--- config.mk ---
export PLATFORM = sky130hd
export DESIGN_NAME = aes_dec_ctrl
export DESIGN_NICKNAME = d
export VERILOG_FILES = /design/src/rtl/aes_pkg.sv /design/src/rtl/aes_dec_ctrl.sv
export SDC_FILE = /design/constraint.sdc
export NUM_CORES = 1
export LEC_CHECK = 0
export CAP_MARGIN = 20
export CORE_MARGIN = 5
export CORE_UTILIZATION = 51
export CTS_CLUSTER_DIAMETER = 50
export CTS_CLUSTER_SIZE = 10
export DETAILED_ROUTE_END_ITERATION = 16
export PLACE_DENSITY = 0.93
export SYNTH_ARGS = -nofsm -noshare
export SYNTH_HDL_FRONTEND = slang
export SYNTH_SLANG_ARGS = --single-unit
--- constraint.sdc ---
create_clock -name clk -period 4.15 [get_ports clk]
set_input_delay 0.83 -clock clk [delete_from_list [all_inputs] [get_ports clk]]
set_output_delay 0.83 -clock clk [all_outputs]
set_load 0.02 [all_outputs]
--- src/rtl/aes_pkg.sv ---
// aes_pkg: shared AES opcode encoding.
// opcode is a plain 4-bit vector, so codes 8..15 exist and are treated as
// unsupported by the controllers.
package aes_pkg;

    typedef logic [3:0] opcode;

    localparam opcode NOOP            = 4'd0;
    localparam opcode AESENC          = 4'd1;
    localparam opcode AESENCLAST      = 4'd2;
    localparam opcode AESDEC          = 4'd3;
    localparam opcode AESDECLAST      = 4'd4;
    localparam opcode AESIMC          = 4'd5;
    localparam opcode AESKEYGENASSIST = 4'd6;
    localparam opcode AESDECFULL      = 4'd7;

endpackage

--- src/rtl/aes_dec_ctrl.sv ---
// aes_dec_ctrl: control FSM for the AES decryption datapath and the reverse
// key schedule.
//
// Supported operations:
//   - single inverse rounds: AESDEC, AESDECLAST, AESIMC
//   - a full NR-round decryption: AESDECFULL
//
// Ports:
//   clk, rst        clock, asynchronous active-high reset
//   start_i         request strobe, only sampled in IDLE
//   opcode_i        operation, sampled with start_i
//   load_o          datapath latches input state/key
//   inv_shift_o     InvShiftRows enable
//   inv_sub_o       InvSubBytes enable
//   add_key_o       AddRoundKey enable
//   inv_mix_o       InvMixColumns enable
//   key_sel_o       0 = external round key, 1 = key-generator output
//   key_rev_o       key generator steps one round backward
//   round_o         round index for Rcon lookup
//   busy_o          operation in progress
//   cipher_ready_o  one-cycle result-valid pulse
//   err_o           one-cycle pulse for a rejected opcode
//
// All outputs are decoded from registered state only.
module aes_dec_ctrl #(
    parameter int NR      = 10,
    parameter int ROUND_W = 4
) (
    input  logic               clk,
    input  logic               rst,
    input  logic               start_i,
    input  aes_pkg::opcode     opcode_i,
    output logic               load_o,
    output logic               inv_shift_o,
    output logic               inv_sub_o,
    output logic               add_key_o,
    output logic               inv_mix_o,
    output logic               key_sel_o,
    output logic               key_rev_o,
    output logic [ROUND_W-1:0] round_o,
    output logic               busy_o,
    output logic               cipher_ready_o,
    output logic               err_o
);
    import aes_pkg::*;

    localparam logic [2:0] S_IDLE = 3'd0;
    localparam logic [2:0] S_LOAD = 3'd1;
    localparam logic [2:0] S_INV  = 3'd2;
    localparam logic [2:0] S_LAST = 3'd3;
    localparam logic [2:0] S_IMC  = 3'd4;
    localparam logic [2:0] S_DONE = 3'd5;

    localparam logic [ROUND_W-1:0] NR_R    = ROUND_W'(NR);
    localparam logic [ROUND_W-1:0] NR_M1_R = ROUND_W'(NR - 1);

    logic [2:0]         state_reg, state_next;
    opcode              op_reg, op_next;
    logic [ROUND_W-1:0] cnt_reg, cnt_next;
    logic               err_reg, err_next;
    // Low for the first edge after reset release, so a start strobe that
    // coincides with the release is not accepted.
    logic               arm_reg;

    always_ff @(posedge clk or posedge rst) begin
        if (rst) begin
            state_reg <= S_IDLE;
            op_reg    <= NOOP;
            cnt_reg   <= '0;
            err_reg   <= 1'b0;
            arm_reg   <= 1'b0;
        end else begin
            state_reg <= state_next;
            op_reg    <= op_next;
            cnt_reg   <= cnt_next;
            err_reg   <= err_next;
            arm_reg   <= 1'b1;
        end
    end

    always_comb begin
        state_next = state_reg;
        op_next    = op_reg;
        cnt_next   = cnt_reg;
        err_next   = 1'b0;
        case (state_reg)
            S_IDLE: begin
                if (start_i && arm_reg) begin
                    case (opcode_i)
                        AESDEC, AESDECLAST, AESIMC, AESDECFULL: begin
                            op_next    = opcode_i;
                            state_next = S_LOAD;
                        end
                        NOOP:    ;
                        default: err_next = 1'b1;
                    endcase
                end
            end
            S_LOAD: begin
                case (op_reg)
                    AESDECLAST: state_next = S_LAST;
                    AESIMC:     state_next = S_IMC;
                    AESDECFULL: begin
                        cnt_next   = NR_M1_R;
                        state_next = S_INV;
                    end
                    default:    state_next = S_INV;
                endcase
            end
            S_INV: begin
                if (op_reg == AESDECFULL) begin
                    // Counter saturates at zero rather than wrapping.
                    if (cnt_reg != '0)
                        cnt_next = cnt_reg - 1'b1;
                    if (cnt_reg <= 1)
                        state_next = S_LAST;
                end else begin
                    state_next = S_DONE;
                end
            end
            S_LAST:  state_next = S_DONE;
            S_IMC:   state_next = S_DONE;
            S_DONE:  state_next = S_IDLE;
            default: state_next = S_IDLE;
        endcase
    end

    always_comb begin
        load_o         = 1'b0;
        inv_shift_o    = 1'b0;
        inv_sub_o      = 1'b0;
        add_key_o      = 1'b0;
        inv_mix_o      = 1'b0;
        key_sel_o      = 1'b0;
        key_rev_o      = 1'b0;
        round_o        = '0;
        busy_o         = 1'b0;
        cipher_ready_o = 1'b0;
        err_o          = err_reg;
        case (state_reg)
            S_LOAD: begin
                load_o = 1'b1;
                busy_o = 1'b1;
                if (op_reg == AESDECFULL) begin
                    // Initial AddRoundKey with the last round key.
                    add_key_o = 1'b1;
                    key_sel_o = 1'b1;
                    round_o   = NR_R;
                end
            end
            S_INV: begin
                inv_shift_o = 1'b1;
                inv_sub_o   = 1'b1;
                add_key_o   = 1'b1;
                inv_mix_o   = 1'b1;
                busy_o      = 1'b1;
                if (op_reg == AESDECFULL) begin
                    key_sel_o = 1'b1;
                    key_rev_o = 1'b1;
                    round_o   = cnt_reg;
                end
            end
            S_LAST: begin
                inv_shift_o = 1'b1;
                inv_sub_o   = 1'b1;
                add_key_o   = 1'b1;
                busy_o      = 1'b1;
                if (op_reg == AESDECFULL) begin
                    key_sel_o = 1'b1;
                    key_rev_o = 1'b1;
                end
            end
            S_IMC: begin
                inv_mix_o = 1'b1;
                busy_o    = 1'b1;
            end
            S_DONE: begin
                cipher_ready_o = 1'b1;
                busy_o         = 1'b1;
            end
            default: ;
        endcase
    end

endmodule

==> impl_metrics.yaml, run 1 <==
status:
  status: "completed"
die:
  initial_core_util: 0.552
  die_area_sq_mm: 0.00261
  fp.coreArea_sq_mm: 0.00156
  top_level_ports: 21
  die-height_um: 51.1
  rows: 14
  die_x_um: 51.1
cells_and_area:
  fin_nets: 121
  area_growth_pct: 23.7
  num_antenna_cells: 0
  drive_gt1_frac: 0.0991
timing:
  maxSlewHeadroom: 0.645
  postLayoutSetupSlackWorst_ns: 1.02
  min_period_ns: 3.13
  worstMarginPinSlew_ns: 0.530
  setup_tns_ns: 0
  clock_skew_ns: 0.00208
  rsz0062_at_grt: "no"
  drv_slew: 0
  final-setup-viol-count: 0
  max_freq_ghz: 0.320
  fin_crit_sh: 0.753
  finalHoldViolCount: 0
synthesis:
  syn_nets: 103
  yosysUniqueCellTypes: 41
  synth_cells: 94
  synth.most_common_cell: "dfrtp_1"
  synth_area_sq_um: 861
  synth_top_area_share: 0.378
  syn_avg_cell_area_sq_um: 9.16
  yosysSeqAreaShare: 0.378
  synth_common_cells: "dfrtp_1, nor2_1, inv_1"
  yosys_warnings: 0
  synth_area_leaders: "dfrtp_1, nor2_1, mux2_2"
  synth_top_area_cell: "dfrtp_1"
  synth_seq_cells: 13
  async_flop_share: 1.00
  synth_flop_cell: "dfrtp_1"
  synth_edf_count: 0
route:
  wl_per_cell_um: 13.7
  drtIter0Drc: 19
  postRouteWirelength_um: 1750
  viasPerCell: 5.86
  dr.pass1.iters: 4
  ant_nets: 0
  vias: 744
  route.detailed.drc: 0
global_routing:
  grt_max_degree: 15
  grt_pass1_wl_um: 2930
  antenna_found_initial: 0
  grt_use_total: 0.150
  grt_overflow: 0
  grt_pass1_vias: 630
worst_setup_path:
  required_ns: 3.32
  crit_chain: "nand4b_1, nor2_1, and2_1, clkdlybuf4s50_1"
  r2r_start: "op_reg[3]"
  reg2reg_depth: 3
  timing.reg2reg.setup_slack_ns: 2.45
  arrival_ns: 2.30
  crit_type: "register to primary output"
  cp_slowest_cell: "clkdlybuf4s50_1"
  cp-end-kind: "primary output"
  cp-start-kind: "register"
  crit_fanout: 14
  cp-endpoint: "round_o[2]"
  startpoint: "op_reg[3]"
  rr_endpoint: "cnt_reg[2]"
  slowest_delay_ns: 0.59
clock_network:
  cts_buffers: 3
  clockBufferDepth: 2
  postCtsHoldBufs: 0
  clk_pin_slew_ns: 0.08
  post_cts_buffers: 0
  clkLatencyLatePin_ns: 0.28
  clock_sinks: 13
  cts_resized: 0
  cts_tree: "built"
  cts_root_buf: "clkbuf_4"
  htree_levels: 1
power:
  peakVddDrop_v: 0.000318
  leakage_nw: 0.456
  power.density_mw_per_mm2: 581
min_path:
  min_path_type: "register to register"
placement:
  dpl.hpwl_um: 1370
  place_congestion: 0.776
  io_buffers: 20
  pre_cts_slack_ns: 1.33
flow_run:
  cap_violations: 0
## critical path, delay by kind of cell (launching register included)
family / cells / cell delay (ns)
simple gates: 3 / 1.01
buf+inv: 1 / 0.59
flops: 1 / 0.42
## cells by family (layout without fill, tap and decap cells)
| family | count (synthesis) | count (layout) | synth area share |
|---|---|---|---|
| adder cells (fa/ha/maj) | 2 | 2 | 0.0291 |
| flip-flops | 13 | 13 | 0.378 |
| multiplexers | 5 | 5 | 0.0625 |
| AND/OR/NAND/NOR | 38 | 38 | 0.278 |
| AO/OA/AOI/OAI | 21 | 21 | 0.167 |
| buffers and inverters | 14 | 31 | 0.0814 |
| other | 1 | 1 | 0.00436 |
## how the worst min path moves through the flow
| stage | startpoint | to | cells past startpoint |
|---|---|---|---|
| global route | op_reg[1] | state_reg[1] | 1 |
| floorplan | op_reg[3] | op_reg[3] | 1 |
| finish | op_reg[3] | op_reg[3] | 1 |
| detailed placement | op_reg[3] | op_reg[3] | 1 |
| CTS | op_reg[3] | op_reg[3] | 1 |
| global placement | op_reg[3] | op_reg[3] | 1 |
## layout by cell type, fill, tap and decap left out, drive strengths merged, types with 2 or more instances in the layout
| master | instances |
|---|---|
| a21o | 2 |
| o211ai | 2 |
| nand3b | 2 |
| mux2i | 2 |
| nand2 | 3 |
| clkdlybuf4s50 | 20 |
| inv | 7 |
| or3 | 2 |
| o21ai | 6 |
| dfrtp | 13 |
| clkbuf | 3 |
| ha | 2 |
| a21oi | 2 |
| a211oi | 3 |
| nor2b | 2 |
| nor3 | 3 |
| or4 | 2 |
| and2 | 2 |
| nor2 | 11 |
| nand2b | 2 |
| or3b | 2 |
| mux2 | 3 |
## routing by layer
| metal | part of all wire | GRT usage |
|---|---|---|
| met1 | 0.44 | 0.185 |
| met2 | 0.51 | 0.242 |
| met3 | 0.048 | 0.0523 |
| met4 | 0.0034 | 0.0538 |
| met5 | 0 | 0 |
## power by group
| part | internal [W] | switching [W] | leakage, nW |
|---|---|---|---|
| Clock | 0.0000358 | 0.0000425 | 0.0177 |
| Sequential | 0.000167 | 0.0000628 | 0.164 |
| Combinational | 0.000153 | 0.000158 | 0.274 |
## cell type report
| class | count | area [sq um] |
|---|---|---|
| fillers | 122 | 494 |
| clock inverters | 1 | 5.00 |
| flip-flops and latches | 13 | 325 |
| well taps | 16 | 20.0 |
| clock buffers | 3 | 22.5 |
| repair buffers | 20 | 200 |
| inverters | 7 | 26.3 |
| multi-input cells | 67 | 465 |
## through the flow
| stage | hold slack [ns] | total power [W] | utilization | instance area, sq um | std cells |
|---|---|---|---|---|---|
| 5_1_grt | 0.620 | 0.000667 | 0.683 | 1060 | 127 |
| 6_report | 0.590 | 0.000619 | 0.683 | 1060 | 127 |
| 4_1_cts | 0.592 | 0.000625 | 0.683 | 1060 | 127 |
| 3_5_place_dp | 0.565 | 0.000543 | 0.665 | 1040 | 123 |
| 2_1_floorplan | 0.506 | 0.000449 | - | 861 | 94 |
| 3_3_place_gp | 0.554 | 0.000531 | 0.665 | 1040 | 123 |
(Power assumes the default switching activity.)
==> inputs of run 2 (changes only) <==
Settings changed: CORE_UTILIZATION 51 to 43, PLACE_DENSITY 0.93 to 0.85.
Clock period 4.15 ns to 2.8 ns, I/O delays scaled along.
==> run 2 against run 1 <==
Clock-buffer cell count unchanged; total power increased by 55%; clock skew increased by 0.0043 ns; hold slack got worse by 0.0042 ns; wire length increased by 3.8%; critical path type unchanged; largest power group unchanged.
==> impl_metrics.yaml, run 2 (synthesized netlist as in run 1, its figures left out) <==
status:
  status: "completed"
route:
  wl_per_cell_um: 12.9
  postRouteWirelength_um: 1810
  wl_met2_um: 909
  top_layer_used: "met4"
  drtIter0Drc: 14
  ant_nets: 0
  drt-met1-wl_um: 790
  viasPerCell: 5.41
  wl_met3_um: 93
  vias: 758
  dr.pass1.iters: 4
  route.detailed.drc: 0
clock_network:
  clk_pin_slew_ns: 0.09
  postCtsHoldBufs: 0
  cts_tree: "built"
  clkLatencyLatePin_ns: 0.29
  cts_buffers: 3
  htree_levels: 1
  clock_sinks: 13
  cts_root_buf: "clkbuf_4"
  clockBufferDepth: 2
global_routing:
  antenna_found_initial: 0
  grt_pass1_vias: 699
  grt_overflow: 0
  grt_max_degree: 14
  grt_pass1_wl_um: 3040
  grt_use_total: 0.141
power:
  internal_power_w: 0.000549
  switchingPower_w: 0.000407
  p_clk_frac: 0.129
  combPwrFrac: 0.522
  swShare: 0.426
  seqPwrFrac: 0.349
  power.density_mw_per_mm2: 869
  peakVddDrop_v: 0.000397
  leakage_nw: 0.465
  power_w: 0.000956
die:
  die_area_sq_mm: 0.00300
  initial_core_util: 0.443
  top_level_ports: 21
  die_x_um: 54.7
  die-height_um: 54.7
  fp.coreArea_sq_mm: 0.00194
  rows: 16
worst_setup_path:
  startpoint: "state_reg[2]"
  rr_endpoint: "op_reg[2]"
  timing.reg2reg.setup_slack_ns: 1.14
  arrival_ns: 2.14
  cp-end-kind: "primary output"
  cp-start-kind: "register"
  crit_fanout: 11
  reg2reg_depth: 4
  required_ns: 2.24
  crit_type: "register to primary output"
  r2r_start: "state_reg[0]"
  cp-endpoint: "round_o[2]"
placement:
  io_buffers: 20
  place_congestion: 0.824
  dpl.hpwl_um: 1370
cells_and_area:
  num_antenna_cells: 0
  mostFrequentLayoutCell: "clkdlybuf4s50_1"
  fin_nets: 123
  final_cell_mix: "clkdlybuf4s50_1, nor2_1, dfrtp_1"
  fillCellCount: 193
  drive_gt1_frac: 0.142
  area_growth_pct: 27.9
timing:
  min_period_ns: 2.70
  finalHoldViolCount: 0
  fin_crit_sh: 0.966
  worstMarginPinSlew_ns: 0.522
  drv_slew: 0
  setup_tns_ns: 0
  whs_ns: 0.586
  maxSlewHeadroom: 0.652
  rsz0062_at_grt: "no"
  final-setup-viol-count: 0
  clock_skew_ns: 0.00641
  max_freq_ghz: 0.370
min_path:
  min_path_type: "input pin to asynchronous set/reset pin"
flow_run:
  cap_violations: 0
[run 2: worst min-delay path by stage]
stage,slack (ns),to,depth (start not counted),from
4_1_cts,0.58,op_reg[3],1,op_reg[3]
3_5_place_dp,0.55,op_reg[3],1,op_reg[3]
6_report,0.59,op_reg[1],2,rst
5_1_grt,0.63,op_reg[1],2,rst
2_1_floorplan,0.44,arm_reg,1,rst
3_3_place_gp,0.54,op_reg[3],1,op_reg[3]
[run 2: routing by layer]
layer  vias to the layer above  track usage
li1                        373            -
met1                       364        0.165
met2                        18        0.244
met3                         3       0.0354
met4                         0       0.0498
met5                         -            0
[run 2: area by class of cell]
type	count	area, sq um	share of cell area
sequential	13	328	0.298
timing repair buffer	22	215	0.195
clock buffer	3	22.5	0.0205
tap	27	33.8	0.0307
multi-input combinational	67	470	0.427
clock inverter	1	5.00	0.00455
inverter	7	26.3	0.0239
[run 2: critical path: stages, from the launching register on]
cell	delay, ns
dfrtp_2	0.47
or3b_4	0.47
nor2_1	0.19
and2_1	0.14
clkdlybuf4s50_1	0.59
[run 2: power by group through the flow]
stage	combinational (W)	clock [W]	sequential, W
global placement	0.000478	0	0.000325
global route	0.000548	0.000135	0.000346
CTS	0.000504	0.000128	0.000330
detailed placement	0.000489	0	0.000332
finish	0.000499	0.000123	0.000334
floorplan	0.000373	0	0.000293
[run 2: repair_timing]
item / 4_1_cts / 5_1_grt
setup buffers: 0 / 0
pin swaps: 0 / 0
gates resized for setup: 2 / 2
endpoints found under the setup margin: 3 / 3
[run 2: metrics by stage]
stage / area (sq um) / utilization / std cells / setup slack, ns
after floorplan: 861 / - / 94 / 0.602
after global placement: 1070 / 0.549 / 136 / 0.332
after detailed placement: 1070 / 0.549 / 136 / 0.304
after CTS: 1100 / 0.566 / 140 / 0.0557
after global routing: 1100 / 0.567 / 140 / 0.0162
final: 1100 / 0.567 / 140 / 0.0962
